### config.mk
export PLATFORM = sky130hd
export DESIGN_NAME = spi_frame_master
export DESIGN_NICKNAME = d
export VERILOG_FILES = /design/src/rtl/spi_frame_master_pkg.sv /design/src/rtl/spi_frame_master_bit_sync.sv /design/src/rtl/spi_frame_master.sv
export SDC_FILE = /design/constraint.sdc
export NUM_CORES = 1
export LEC_CHECK = 0
export CORE_MARGIN = 5
export CORE_UTILIZATION = 45
export CTS_CLUSTER_SIZE = 40
export DETAILED_ROUTE_END_ITERATION = 8
export PLACE_DENSITY_LB_ADDON = 0.2
export SETUP_SLACK_MARGIN = 0.02
export SLEW_MARGIN = 10
export SYNTH_ARGS = -nofsm -noshare
export SYNTH_HDL_FRONTEND = slang
export SYNTH_SLANG_ARGS = --single-unit
### constraint.sdc
create_clock -name sys_clk -period 3.6 [get_ports sys_clk]
set_input_delay 0.72 -clock sys_clk [delete_from_list [all_inputs] [get_ports sys_clk]]
set_output_delay 0.72 -clock sys_clk [all_outputs]
set_load 0.01 [all_outputs]
### src/rtl/spi_frame_master_pkg.sv
// Shared constants, FSM encoding and elaboration helpers for the SPI frame master.
`timescale 1ns/1ps
package spi_frame_pkg;

  localparam int unsigned CMD_W      = 3;
  localparam int unsigned ADDR_W     = 9;
  localparam int unsigned DATA_W     = 8;
  localparam int unsigned FRAME_BITS = CMD_W + ADDR_W + DATA_W;

  localparam logic [CMD_W-1:0] CMD_READ  = 3'b110;
  localparam logic [CMD_W-1:0] CMD_WRITE = 3'b101;

  typedef enum logic [2:0] {
    ST_IDLE,
    ST_LEAD,
    ST_SHIFT,
    ST_TRAIL,
    ST_GAP
  } state_t;

  function automatic int unsigned max_of(input int unsigned a, input int unsigned b);
    return (a > b) ? a : b;
  endfunction

endpackage

### src/rtl/spi_frame_master_bit_sync.sv
// Two-flop synchronizer bringing the slave's MISO into the sys_clk domain.
`timescale 1ns/1ps
module bit_sync (
  input  logic clk,
  input  logic rst_n,
  input  logic d,
  output logic q
);

  logic meta;

  always_ff @(posedge clk or negedge rst_n) begin
    if (!rst_n) begin
      meta <= 1'b0;
      q    <= 1'b0;
    end else begin
      meta <= d;
      q    <= meta;
    end
  end

endmodule

### src/rtl/spi_frame_master.sv
// Mode-0 SPI initiator: sends one FRAME_BITS command frame MSB-first on MOSI while
// capturing MISO, then returns the captured word with a single-cycle rx_valid.
`timescale 1ns/1ps
module spi_frame_master #(
  parameter int unsigned FRAME_BITS = spi_frame_pkg::FRAME_BITS,
  parameter int unsigned CLK_DIV    = 10,
  parameter int unsigned SS_LEAD    = 20,
  parameter int unsigned SS_HOLD    = 20,
  parameter int unsigned SS_GAP     = 20
) (
  input  logic                  sys_clk,
  input  logic                  rst_n,
  input  logic                  start,
  input  logic [FRAME_BITS-1:0] tx_data,
  output logic                  busy,
  output logic [FRAME_BITS-1:0] rx_data,
  output logic                  rx_valid,
  input  logic                  miso_in,
  output logic                  mosi_out,
  output logic                  sclk_out,
  output logic                  ss_out
);

  import spi_frame_pkg::*;

  localparam int unsigned CNT_MAX = max_of(max_of(CLK_DIV, SS_LEAD), max_of(SS_HOLD, SS_GAP));
  localparam int unsigned CNT_W   = $clog2(CNT_MAX + 1);
  localparam int unsigned BIT_W   = $clog2(FRAME_BITS + 1);

  state_t                  state, state_d;
  logic [CNT_W-1:0]        cnt, cnt_d;
  logic [BIT_W-1:0]        bit_cnt, bit_d;
  // Holds only the bits still to be sent; the bit on the wire lives in mosi_out.
  logic [FRAME_BITS-2:0]   tx_sr, tx_sr_d;
  logic [FRAME_BITS-1:0]   rx_sr, rx_sr_d;
  logic [FRAME_BITS-1:0]   rx_data_d;
  logic                    sclk_d, mosi_d, ss_d, busy_d, rx_valid_d;
  logic                    miso_s;

  bit_sync u_miso_sync (
    .clk   (sys_clk),
    .rst_n (rst_n),
    .d     (miso_in),
    .q     (miso_s)
  );

  always_ff @(posedge sys_clk or negedge rst_n) begin
    if (!rst_n) begin
      state    <= ST_IDLE;
      cnt      <= '0;
      bit_cnt  <= '0;
      tx_sr    <= '0;
      rx_sr    <= '0;
      sclk_out <= 1'b0;
      mosi_out <= 1'b0;
      ss_out   <= 1'b0;
      busy     <= 1'b0;
      rx_valid <= 1'b0;
      rx_data  <= '0;
    end else begin
      state    <= state_d;
      cnt      <= cnt_d;
      bit_cnt  <= bit_d;
      tx_sr    <= tx_sr_d;
      rx_sr    <= rx_sr_d;
      sclk_out <= sclk_d;
      mosi_out <= mosi_d;
      ss_out   <= ss_d;
      busy     <= busy_d;
      rx_valid <= rx_valid_d;
      rx_data  <= rx_data_d;
    end
  end

  always_comb begin
    state_d    = state;
    cnt_d      = cnt;
    bit_d      = bit_cnt;
    tx_sr_d    = tx_sr;
    rx_sr_d    = rx_sr;
    sclk_d     = sclk_out;
    mosi_d     = mosi_out;
    ss_d       = ss_out;
    busy_d     = busy;
    rx_valid_d = 1'b0;
    rx_data_d  = rx_data;

    unique case (state)
      ST_IDLE: begin
        if (start) begin
          state_d = ST_LEAD;
          cnt_d   = CNT_W'(SS_LEAD - 1);
          bit_d   = BIT_W'(FRAME_BITS - 1);
          tx_sr_d = tx_data[FRAME_BITS-2:0];
          mosi_d  = tx_data[FRAME_BITS-1];
          sclk_d  = 1'b0;
          ss_d    = 1'b1;
          busy_d  = 1'b1;
        end
      end

      ST_LEAD: begin
        if (cnt == '0) begin
          state_d = ST_SHIFT;
          cnt_d   = CNT_W'(CLK_DIV - 1);
        end else begin
          cnt_d = cnt - CNT_W'(1);
        end
      end

      ST_SHIFT: begin
        if (cnt != '0) begin
          cnt_d = cnt - CNT_W'(1);
        end else if (!sclk_out) begin
          sclk_d = 1'b1;
          cnt_d  = CNT_W'(CLK_DIV - 1);
        end else begin
          // Last cycle of the high phase: capture MISO, then fall and advance.
          rx_sr_d = {rx_sr[FRAME_BITS-2:0], miso_s};
          sclk_d  = 1'b0;
          if (bit_cnt == '0) begin
            state_d = ST_TRAIL;
            mosi_d  = 1'b0;
            cnt_d   = CNT_W'(SS_HOLD - 1);
          end else begin
            bit_d   = bit_cnt - BIT_W'(1);
            mosi_d  = tx_sr[FRAME_BITS-2];
            tx_sr_d = {tx_sr[FRAME_BITS-3:0], 1'b0};
            cnt_d   = CNT_W'(CLK_DIV - 1);
          end
        end
      end

      ST_TRAIL: begin
        if (cnt == '0) begin
          state_d    = ST_GAP;
          ss_d       = 1'b0;
          rx_data_d  = rx_sr;
          rx_valid_d = 1'b1;
          cnt_d      = CNT_W'(SS_GAP - 1);
        end else begin
          cnt_d = cnt - CNT_W'(1);
        end
      end

      ST_GAP: begin
        if (cnt == '0) begin
          state_d = ST_IDLE;
          busy_d  = 1'b0;
        end else begin
          cnt_d = cnt - CNT_W'(1);
        end
      end

      default: state_d = ST_IDLE;
    endcase
  end

endmodule

==> Yosys cells after proc, flatten, opt, wreduce, memory -nomap -nowiden <==
Cells that the tools add are included.
{ "classes": {"eq_ne": 13, "n_shift": 0, "div": 0, "mux": 40, "add_sub_neg": 2, "n_mul": 0, "n_reduce_logical": 17, "bitwise": 1, "n_lt_le_gt_ge": 0} }
{ "op_table": {"columns": ["operator", "n"], "rows": [
  ["$mux W19", 4],
  ["$mux W5", 10],
  ["$pmux W19 S2", 1],
  ["$pmux W5 S5", 1],
  ["$mux W3", 7],
  ["$ne A2 B2 Y1 const B", 9],
  ["$pmux W3 S5", 1],
  ["$reduce_and A3 Y1", 5],
  ["$mux W1", 11],
  ["$logic_not A5 Y1", 2],
  ["$pmux W5 S2", 1],
  ["$reduce_bool A5 Y1", 2],
  ["$sub A5 B1 Y5 const B", 2],
  ["$pmux W1 S2", 4],
  ["$reduce_and A7 Y1", 1],
  ["$eq A3 B2 Y1 const B", 2],
  ["$reduce_bool A2 Y1", 3],
  ["$reduce_and A5 Y1", 1],
  ["$reduce_and A4 Y1", 1],
  ["$eq A3 B1 Y1 const B", 1],
  ["$eq A3 B3 Y1 const B", 1],
  ["$logic_not A3 Y1", 1],
  ["$reduce_and A2 Y1", 1],
  ["$not A1 Y1", 1]
]} }
{ "word_totals": {"rom_bits": 0, "latch_bits": 0, "mem_count": 0, "ram_bits": 0, "wordCells": 86, "reg_bits": 79} }

==> Depth between registers and ports, before layout <==
Gate-level depths: netlist of the first run.
{ "logic_depth": {"depth_word": 5, "ltp_mapped": 7} }

==> Cells and area by module <==
A second synthesis of the first run with hierarchy kept.
{ "unflattened": {"hier_cells": 269, "hier_area_um2": 3589.7} }
{ "by_module_without_submodules": {"columns": ["mod", "cells_per_inst", "seq_area_each_um2", "area_per_inst_um2", "n_inst"], "rows": [
  ["spi_frame_master", 267, 1926.8, 3539.6, 1],
  ["bit_sync", 2, 50.0, 50.0, 1]
]} }

==> Least setup slack after synthesis of the first run <==
Ideal clock, no wire load.
{ "synth_path": {"path_kind": "register -> register", "from": "reg cnt[1]", "to": "reg mosi_out", "stages_incl_launch_ff": 7, "t_required_ns": 3.475, "setup_time_ns": 0.125, "arrival_ns": 1.654, "synth_period_minus_slack_ns": 1.779, "path_slack_ns": 1.821, "cell_sequence": "dfrtp_1 inv_1 ha_1 nor4b_4 nand3_1 a21oi_1 mux2_2"} }
{ "synth_via": {"elab_chain_cells": 3} }
{ "synth_rtl": {"columns": ["item", "line", "source"], "rows": [
  ["from (decl)", "spi_frame_master.sv:31", "logic [CNT_W-1:0] cnt, cnt_d;"],
  ["from (signal assigned)", "spi_frame_master.sv:62", "cnt <= cnt_d;"],
  ["$reduce_bool A5 Y1", "spi_frame_master.sv:112", "if (cnt != '0) begin"],
  ["$ne A2 B2 Y1 (no source line)", null, null],
  ["$reduce_and A4 Y1 (no source line)", null, null],
  ["to (signal assigned)", "spi_frame_master.sv:67", "mosi_out <= mosi_d;"],
  ["to (decl)", "spi_frame_master.sv:19", "output logic mosi_out,"]
]} }
No other way between the ends.
A chain may end at the register's enable or synchronous reset.

==> Worst setup path in the final report of the first run <==
Same ends and word-level chain as after synthesis.

==> flow_metrics.env, run 1 <==
export IMPL_final_setup_viol_count=0
export IMPL_antenna_found_initial=0
export IMPL_fin_setup_tns_ps=0
export IMPL_skew_ps=10.4
export IMPL_grt_max_degree=80
export IMPL_place_gp_congestion=0.864
export IMPL_die_w_um=99.3
export IMPL_leakagePower_nw=1.96
export IMPL_hpwl_mm=4.27
export IMPL_fin_crit_ps=2510
export IMPL_powerDensity_mw_per_mm2=589
export IMPL_yosysSeqAreaShare_pct=55.1
export IMPL_drcViolationCount=0
export IMPL_dp_worst_setup_slack_ps=685
export IMPL_routedWlPerCell_um=15.6
export IMPL_fmax_mhz=398
export IMPL_synth_seq_cells=79
export IMPL_cts_root_buf="clkbuf_8"
export IMPL_ys_flop_type="dfrtp_1"
export IMPL_ioPinCount=49
export IMPL_area_delta_synth_final_pct=20.6
export IMPL_port_buffers=48
export IMPL_floorplan_rows=32
export IMPL_yosysWarnings=0
export IMPL_crit_path_end_kind="flop"
export IMPL_combPwrFrac_pct=24.1
export IMPL_dieArea_mm2=0.00986
export IMPL_cts_htree_levels=3
export IMPL_initial_core_util_pct=46.2
export IMPL_power_switching_mw=0.757
export IMPL_netSwitchingFraction_pct=29.7
export IMPL_p_seq_share_pct=49.2
export IMPL_clock_path_buffers=2
export IMPL_post_cts_buffers=0
export IMPL_internal_power_mw=1.79
export IMPL_coreArea_mm2=0.00777
export IMPL_tritoncts="built"
export IMPL_regArea_mm2=0.00198
export IMPL_cts_sinks=79
export IMPL_final_util_pct=55.7
export IMPL_cap_viol_max_count=0
export IMPL_syn_num_nets=295
export IMPL_worstHoldPathType="reg -> reg"
export IMPL_n_fill_cell=667
export IMPL_syn_area_per_cell_um2=13.3
export IMPL_rsz0062_at_grt="false"
export IMPL_finalHoldViolations=0
export IMPL_yosysMostFrequentCell="dfrtp_1"
export IMPL_syn_cell_area_mm2=0.00359
export IMPL_synth_common_cells="dfrtp_1, mux2_2, o21ai_0"
export IMPL_timing_worst_setup_path_type="reg -> reg"
export IMPL_synth_area_leaders="dfrtp_1, mux2_2, o21ai_0"
export IMPL_layout_drive_gt1_share_pct=32.5
export IMPL_num_vias=2216
export IMPL_worstMarginPinSlew_ps=1010
export IMPL_cts_clk_slew_worst_paths_ps=80
export IMPL_pwr_share_clk_pct=26.7
export IMPL_ant_nets=0
export IMPL_grt_pass1_wl_mm=11.5
export IMPL_die_h_um=99.3
export IMPL_relSlewSlack_pct=32.5
export IMPL_min_period_over_period_pct=69.8
export IMPL_hold_buffers=0
export IMPL_cp_required_ps=3830
export IMPL_numCtsBuffers=9
export IMPL_start_kind="flop"
export IMPL_wirelength_mm=6.59
export IMPL_multiInputGateArea_mm2=0.00149
export IMPL_ir_drop_mv=0.247
export IMPL_crit_fanout=15
export IMPL_synth_cells=269
export IMPL_final_nets=341
export IMPL_drt_iter0_drc=60
export IMPL_dr_pass1_iters=4
export IMPL_crit_arrival_ps=2740
export IMPL_gr_total_overflow=0
export IMPL_viasPerCell=5.25
export IMPL_clock_latency_ps=340
export IMPL_first_global_vias=2412
export IMPL_yosys_area_top_type="dfrtp_1"
export IMPL_timing_final_ws_setup_ps=1090
export IMPL_synth_async_reset_ratio_pct=100
export IMPL_diodes=0
export IMPL_slew_violations=0
export IMPL_ys_types=45
export IMPL_synth_top_cell_area_share_pct=55.1
export IMPL_synth_edf_count=0
export IMPL_power_total_mw=2.55
export IMPL_reg2reg_setup_slack_ps=1090
export IMPL_post_cts_resized=0
export IMPL_track_usage_pct=14.5
export IMPL_outcome="finished, final reports clean"
## cell type report
class,instances,area share [%]
Inverter,7,0.607
Clock buffer,12,3.58
Tap cell,102,2.95
Multi-Input combinational cell,167,34.4
Timing Repair Buffer,51,11.6
Sequential cell,79,45.7
Clock inverter,4,1.21
## critical path, cell delays in order, from the launching register on
cell	delay [ps]
dfrtp_1	410
inv_1	80
ha_1	230
nor4b_4	690
nand3_1	370
a21oi_1	270
mux2_2	350
## cell families after synthesis
kind of cell             after synthesis  share of synthesized area (%)
AO/OA/AOI/OAI                         38                           7.49
AND/OR/NAND/NOR                       46                           8.09
XOR/XNOR                               3                          0.732
buffers and inverters                 23                           3.45
multiplexers                          78                           24.5
flip-flops                            79                           55.1
adder cells (fa/ha/maj)                2                          0.697
## cell usage in the layout (no fill, tap or decap), types with 3 or more instances in the layout
master,n
dfrtp_1,79
mux2_2,78
clkdlybuf4s50_1,47
o21ai_0,12
clkbuf_8,11
nor2_1,9
nand2_1,8
inv_1,7
nand3_1,6
nor3_1,5
buf_4,4
a21boi_0,3
nor2b_1,3
a21oi_1,3
a22o_1,3
## final timing paths
kind | end | start | depth (start not counted)
worst max-delay path | mosi_out$_DFFE_PN0P_ | cnt[1]$_DFFE_PN0P_ | 6
worst min-delay path | u_miso_sync.q$_DFF_PN0_ | u_miso_sync.meta$_DFF_PN0_ | 0
worst max register to register | mosi_out$_DFFE_PN0P_ | cnt[1]$_DFFE_PN0P_ | 6
worst min register to register | u_miso_sync.q$_DFF_PN0_ | u_miso_sync.meta$_DFF_PN0_ | 0
max in group asynchronous | tx_sr[17]$_DFFE_PN0P_ | rst_n | 1
min in group asynchronous | cnt[4]$_DFFE_PN0P_ | rst_n | 1
## power groups by stage
stage | Combinational (mW) | Sequential [mW] | Clock (mW)
after global placement | 0.608 | 1.27 | 0
after detailed placement | 0.619 | 1.27 | 0
final | 0.614 | 1.25 | 0.679
after CTS | 0.622 | 1.25 | 0.699
after global routing | 0.688 | 1.28 | 0.739
after floorplan | 0.521 | 1.20 | 0
## routing by layer
metal / share of wire [%] / track usage (%) / wire [um]
met2: 47 / 23.1 / 3120
met3: 5.9 / 5.19 / 390
met1: 46 / 18.8 / 3020
met4: 0.83 / 4.10 / 55
met5: 0 / 0 / 0
## through the flow
step | area [um^2] | cells | hold WS, ps
2_1_floorplan | 3590 | 269 | 331
3_3_place_gp | 4120 | 406 | 334
3_5_place_dp | 4120 | 406 | 335
4_1_cts | 4330 | 422 | 354
5_1_grt | 4330 | 422 | 361
6_report | 4330 | 422 | 352
## sequential cells by signal, indices dropped and copies added (netlist names), 3 cells and up
name     count
rx_sr       20
tx_sr       19
state        3
cnt          5
bit_cnt      5
rx_data     20
Power figures use the tool's default switching activity.
==> run 2, diff against run 1 <==
==> constraint.sdc (replaced) <==
create_clock -name sys_clk -period 2.2 [get_ports sys_clk]
set_input_delay 0.44 -clock sys_clk [delete_from_list [all_inputs] [get_ports sys_clk]]
set_output_delay 0.44 -clock sys_clk [all_outputs]
set_load 0.01 [all_outputs]
==> run 2 against run 1 <==
Compared with the run above: routed wire length rose by 1.8%; final cell count up 2.4%; critical path depth rose by 2; global-route usage hardly changed; non-clock buffer count rose by 10; count of clock-buffer cells in the layout shrank 1.
==> flow_metrics.env, run 2 (synthesis results as in run 1) <==
export IMPL_layout_drive_gt1_share_pct=34.8
export IMPL_grt_pass1_wl_mm=11.6
export IMPL_diodes=0
export IMPL_gr_total_overflow=0
export IMPL_post_cts_resized=0
export IMPL_leakagePower_nw=2.02
export IMPL_finalHoldViolations=0
export IMPL_place_gp_congestion=0.778
export IMPL_die_w_um=99.3
export IMPL_die_h_um=99.3
export IMPL_worstHoldPathType="in -> async"
export IMPL_powerDensity_mw_per_mm2=962
export IMPL_crit_path_end_kind="flop"
export IMPL_grt_max_degree=49
export IMPL_initial_core_util_pct=46.2
export IMPL_dr_pass1_iters=4
export IMPL_whs_ps=28.0
export IMPL_layout_commonest_cell="dfrtp_1"
export IMPL_cp_required_ps=2410
export IMPL_hpwl_mm=4.58
export IMPL_dieArea_mm2=0.00986
export IMPL_antenna_found_initial=0
export IMPL_fin_setup_tns_ps=0
export IMPL_rsz0062_at_grt="false"
export IMPL_min_period_over_period_pct=93.3
export IMPL_track_usage_pct=14.5
export IMPL_skew_ps=8.38
export IMPL_top_regs="rx_data x20, rx_sr x20, tx_sr x19"
export IMPL_cts_sinks=79
export IMPL_start_kind="flop"
export IMPL_slew_violations=0
export IMPL_relSlewSlack_pct=72.2
export IMPL_drt_iter0_drc=99
export IMPL_clock_latency_ps=340
export IMPL_final_cell_mix="dfrtp_1, mux2_2, clkdlybuf4s50_1, o21ai_0"
export IMPL_num_vias=2280
export IMPL_cts_clk_slew_worst_paths_ps=90
export IMPL_final_nets=351
export IMPL_area_delta_synth_final_pct=23.9
export IMPL_fin_crit_ps=2050
export IMPL_post_cts_buffers=0
export IMPL_fin_cells=432
export IMPL_n_fill_cell=668
export IMPL_final_setup_viol_count=0
export IMPL_outcome="finished, final reports clean"
export IMPL_cap_viol_max_count=0
export IMPL_tritoncts="built"
export IMPL_drcViolationCount=0
export IMPL_worstMarginPinSlew_ps=417
export IMPL_dp_cells=416
export IMPL_port_buffers=48
export IMPL_crit_fanout=5
export IMPL_multiInputGateArea_mm2=0.00149
export IMPL_numCtsBuffers=9
export IMPL_regArea_mm2=0.00198
export IMPL_wirelength_mm=6.71
export IMPL_stdcell_area_mm2=0.00445
export IMPL_cts_htree_levels=3
export IMPL_final_util_pct=57.3
export IMPL_clock_path_buffers=2
export IMPL_routedWlPerCell_um=15.5
export IMPL_crit_arrival_ps=2270
export IMPL_ir_drop_mv=0.414
export IMPL_place_area_mm2=0.00423
export IMPL_ioPinCount=49
export IMPL_floorplan_rows=32
export IMPL_first_global_vias=2403
export IMPL_ant_nets=0
export IMPL_fmax_mhz=487
export IMPL_cts_root_buf="clkbuf_8"
export IMPL_hold_buffers=0
export IMPL_viasPerCell=5.28
export IMPL_timing_worst_setup_path_type="reg -> reg"
export IMPL_coreArea_mm2=0.00777
run 2: changes by cell type in the layout (fill, tap and decap cells not counted):
cell | previous run | this run
buf_4 | 4 | 11
buf_12 | 0 | 3
clkbuf_1 | 1 | 0
clkinv_2 | 1 | 0
clkinv_4 | 1 | 2
clkinvlp_4 | 0 | 1
run 2: path summary, 6_finish.rpt:
| path | start | endpoint | slack [ps] | cells after the start |
|---|---|---|---|---|
| worst max-delay path | cnt[1]$_DFFE_PN0P_ | bit_cnt[4]$_DFFE_PN0P_ | 150 | 8 |
| worst min-delay path | rst_n | bit_cnt[4]$_DFFE_PN0P_ | 30 | 1 |
| worst max register to register | cnt[1]$_DFFE_PN0P_ | bit_cnt[4]$_DFFE_PN0P_ | 150 | 8 |
| worst min register to register | u_miso_sync.meta$_DFF_PN0_ | u_miso_sync.q$_DFF_PN0_ | 350 | 0 |
| max in group asynchronous | rst_n | rx_sr[2]$_DFFE_PN0P_ | 1580 | 2 |
| min in group sys_clk | u_miso_sync.meta$_DFF_PN0_ | u_miso_sync.q$_DFF_PN0_ | 350 | 0 |
run 2: where the power goes:
part	internal (mW)	switching (mW)
Sequential	1.76	0.247
Combinational	0.637	0.494
Clock	0.595	0.546
run 2: cell type report:
cell class,instances,area share [%]
well taps,102,2.87
flip-flops and latches,79,44.4
repair buffers,61,13.8
inverters,7,0.591
clock buffers,11,3.40
clock inverters,5,1.43
multi-input cells,167,33.5
run 2: stage by stage:
step	setup WS (ps)	total power [mW]
2_1_floorplan	421	2.81
3_3_place_gp	220	3.14
3_5_place_dp	91.2	3.17
4_1_cts	147	4.33
5_1_grt	23.8	4.54
6_report	147	4.28
run 2: routing by layer:
metal | vias up | GRT usage (%) | part of all wire [%]
met5 | - | 0 | 0
met4 | 0 | 6.20 | 1.6
met3 | 8 | 3.51 | 4.1
met2 | 40 | 22.9 | 49
met1 | 1156 | 19.0 | 46
li1 | 1076 | - | -
run 2: worst max-delay path, cell delays in order (launching register included):
cell and delay [ps]:
dfrtp_1 410, inv_1 80, ha_1 240, nor4b_4 310
buf_4 190, nand3_1 90, buf_4 180, o41ai_2 290
o21ai_0 130
==> run 3, diff against run 2 <==
--- a/config.mk
+++ b/config.mk
@@ -5,6 +5,7 @@
 export SDC_FILE = /design/constraint.sdc
 export NUM_CORES = 1
 export LEC_CHECK = 0
+export CORE_ASPECT_RATIO = 0.9
 export CORE_MARGIN = 5
 export CORE_UTILIZATION = 45
 export CTS_CLUSTER_SIZE = 40
==> constraint.sdc (replaced) <==
create_clock -name sys_clk -period 2.2 [get_ports sys_clk]
set_input_delay 0.44 -clock sys_clk [delete_from_list [all_inputs] [get_ports sys_clk]]
set_output_delay 0.44 -clock sys_clk [all_outputs]
set_load 0.1 [all_outputs]
==> run 3 against run 2 <==
Compared with the run above: sequential power is 2% lower; sequential share of layout area is 0.062 points lower; clock skew is 3.7 ps higher; die area about the same; register-to-register slack improved by 20 ps; first-iteration DRC count increased by 9.1%; worst hold slack gained 14 ps; sequential cell count did not move; via count increased by 0.18%; non-clock buffer count is 11 higher; global-route usage grew 0.40 points; critical path type unchanged.
==> flow_metrics.env, run 3 (synthesis results as in run 1) <==
export IMPL_path_buf_inv=1
export IMPL_port_buffers=48
export IMPL_worstHoldPathType="in -> async"
export IMPL_coreArea_mm2=0.00766
export IMPL_timing_worst_setup_path_type="reg -> reg"
export IMPL_clock_path_buffers=2
export IMPL_cts_root_buf="clkbuf_8"
export IMPL_crit_path_end_kind="flop"
export IMPL_dieArea_mm2=0.00987
export IMPL_final_setup_viol_count=0
export IMPL_num_vias=2284
export IMPL_crit_fanout=10
export IMPL_cpMaxStageDelayCell="a21oi_2"
export IMPL_place_gp_congestion=0.849
export IMPL_fin_crit_ps=2030
export IMPL_cp_required_ps=2430
export IMPL_final_nets=363
export IMPL_fmax_mhz=493
export IMPL_top_regs="rx_data x20, rx_sr x20, tx_sr x19"
export IMPL_power_switching_mw=1.52
export IMPL_slew_violations=0
export IMPL_clock_latency_ps=340
export IMPL_start_kind="flop"
export IMPL_relSlewSlack_pct=60.9
export IMPL_worstMarginPinSlew_ps=587
export IMPL_track_usage_pct=14.9
export IMPL_floorplan_rows=30
export IMPL_cap_viol_max_count=0
export IMPL_pwr_share_clk_pct=24.3
export IMPL_grt_max_degree=49
export IMPL_n_fill_cell=628
export IMPL_area_delta_synth_final_pct=24.1
export IMPL_skew_ps=12.1
export IMPL_power_total_mw=4.56
export IMPL_wl_met2_mm=3.25
export IMPL_die_w_um=104
export IMPL_layout_commonest_cell="dfrtp_1"
export IMPL_first_global_vias=2365
export IMPL_numCtsBuffers=9
export IMPL_p_seq_share_pct=42.9
export IMPL_rr_endpoint="tx_sr[2]$_DFFE_PN0P_"
export IMPL_reg2reg_setup_slack_ps=170
export IMPL_worst_path_largest_cell_delay_ps=510
export IMPL_grt_pass1_wl_mm=11.8
export IMPL_post_cts_buffers=0
export IMPL_ir_drop_mv=0.428
export IMPL_hpwl_mm=4.62
export IMPL_layout_drive_gt1_share_pct=44.2
export IMPL_top_layer_used="met4"
export IMPL_worstPathCellList="inv_1 -> ha_1 -> nor4b_4 -> nor2_1 -> a21oi_2 -> mux2_2"
export IMPL_rsz0062_at_grt="false"
export IMPL_internal_power_mw=3.03
export IMPL_finalHoldViolations=0
export IMPL_min_period_over_period_pct=92.3
export IMPL_cpLargestDelayFamily="compound AO/OA/AOI/OAI gates"
export IMPL_cts_sinks=79
export IMPL_tritoncts="built"
export IMPL_viasPerCell=5.21
export IMPL_antenna_found_initial=0
export IMPL_crit_arrival_ps=2260
export IMPL_combPwrFrac_pct=32.8
export IMPL_die_h_um=94.7
export IMPL_powerDensity_mw_per_mm2=1020
export IMPL_reg2reg_depth=6
export IMPL_crit_cells=6
export IMPL_ioPinCount=49
export IMPL_dr_pass1_iters=4
export IMPL_gr_total_overflow=0
export IMPL_ant_nets=0
export IMPL_wl_met3_um=377
export IMPL_drcViolationCount=0
export IMPL_drt_iter0_drc=108
export IMPL_r2r_start="bit_cnt[1]$_DFFE_PN0P_"
export IMPL_cts_htree_levels=3
export IMPL_m1WireLength_mm=3.20
export IMPL_routedWlPerCell_um=15.8
export IMPL_diodes=0
export IMPL_wirelength_mm=6.91
export IMPL_cts_clk_slew_worst_paths_ps=80
export IMPL_netSwitchingFraction_pct=33.5
export IMPL_initial_core_util_pct=46.9
export IMPL_final_cell_mix="dfrtp_1, mux2_2, buf_4, clkdlybuf4s50_1, o21ai_0"
export IMPL_leakagePower_nw=2.11
export IMPL_outcome="finished, final reports clean"
export IMPL_final_util_pct=58.2
-- run 3: changes by cell type in the layout (fill, tap and decap cells not counted) --
cell / before / now
buf_4: 11 / 48
buf_12: 3 / 2
clkbuf_8: 11 / 10
clkdlybuf4s50_1: 47 / 22
clkinv_4: 2 / 1
a21oi_4: 0 / 1
clkbuf_1: 0 / 1
inv_6: 1 / 2
-- run 3: through the flow --
stage | instances | TNS (ps) | hold WS [ps] | instance area [um^2] | setup WS [ps]
after floorplan | 269 | 0 | 144 | 3590 | 150
after global placement | 421 | -4230 | 332 | 4230 | -235
after detailed placement | 421 | -4680 | 336 | 4230 | -262
after CTS | 437 | 0 | 35.3 | 4450 | 138
after global routing | 438 | 0 | 52.5 | 4450 | 31.9
final | 438 | 0 | 42.0 | 4450 | 170
-- run 3: how the worst max path moves through the flow --
| stage | slack (ps) | end | from |
|---|---|---|---|
| floorplan | 150 | mosi_out$_DFFE_PN0P_ | sclk_out$_DFFE_PN0P_ |
| global placement | -230 | tx_sr[3]$_DFFE_PN0P_ | start |
| detailed placement | -260 | tx_sr[9]$_DFFE_PN0P_ | start |
| CTS | 140 | tx_sr[9]$_DFFE_PN0P_ | bit_cnt[0]$_DFFE_PN0P_ |
| global route | 30 | tx_sr[17]$_DFFE_PN0P_ | bit_cnt[1]$_DFFE_PN0P_ |
| finish | 170 | tx_sr[2]$_DFFE_PN0P_ | bit_cnt[1]$_DFFE_PN0P_ |
-- run 3: power by group through the flow --
stage,clock network (mW),registers (mW),logic [mW]
floorplan,0,2.17,0.853
global placement,0,1.97,1.47
detailed placement,0,1.98,1.49
CTS,1.15,1.95,1.50
global route,1.21,2.00,1.64
finish,1.11,1.96,1.50
-- run 3: what timing repair did --
| action | CTS | global route |
|---|---|---|
| gates cloned | 0 | 1 |
| pin swaps | 0 | 1 |
| hold buffers | 0 | 0 |
| endpoints found under the setup margin | 18 | 7 |
| resized for setup | 1 | 0 |
-- run 3: routing by layer --
metal	track usage, %	up-vias
met5	0	-
met4	5.72	0
met3	4.51	8
met2	22.7	56
met1	20.1	1113
li1	-	1107
-- run 3: final cells by class --
| class | instances | area (um^2) | area share (%) |
|---|---|---|---|
| clock buffer | 11 | 141 | 3.17 |
| clock inverter | 5 | 63.8 | 1.43 |
| inverter | 7 | 26.3 | 0.590 |
| multi-input combinational | 168 | 1510 | 33.8 |
| sequential | 79 | 1980 | 44.4 |
| tap | 96 | 120 | 2.70 |
| timing repair buffer | 72 | 621 | 13.9 |
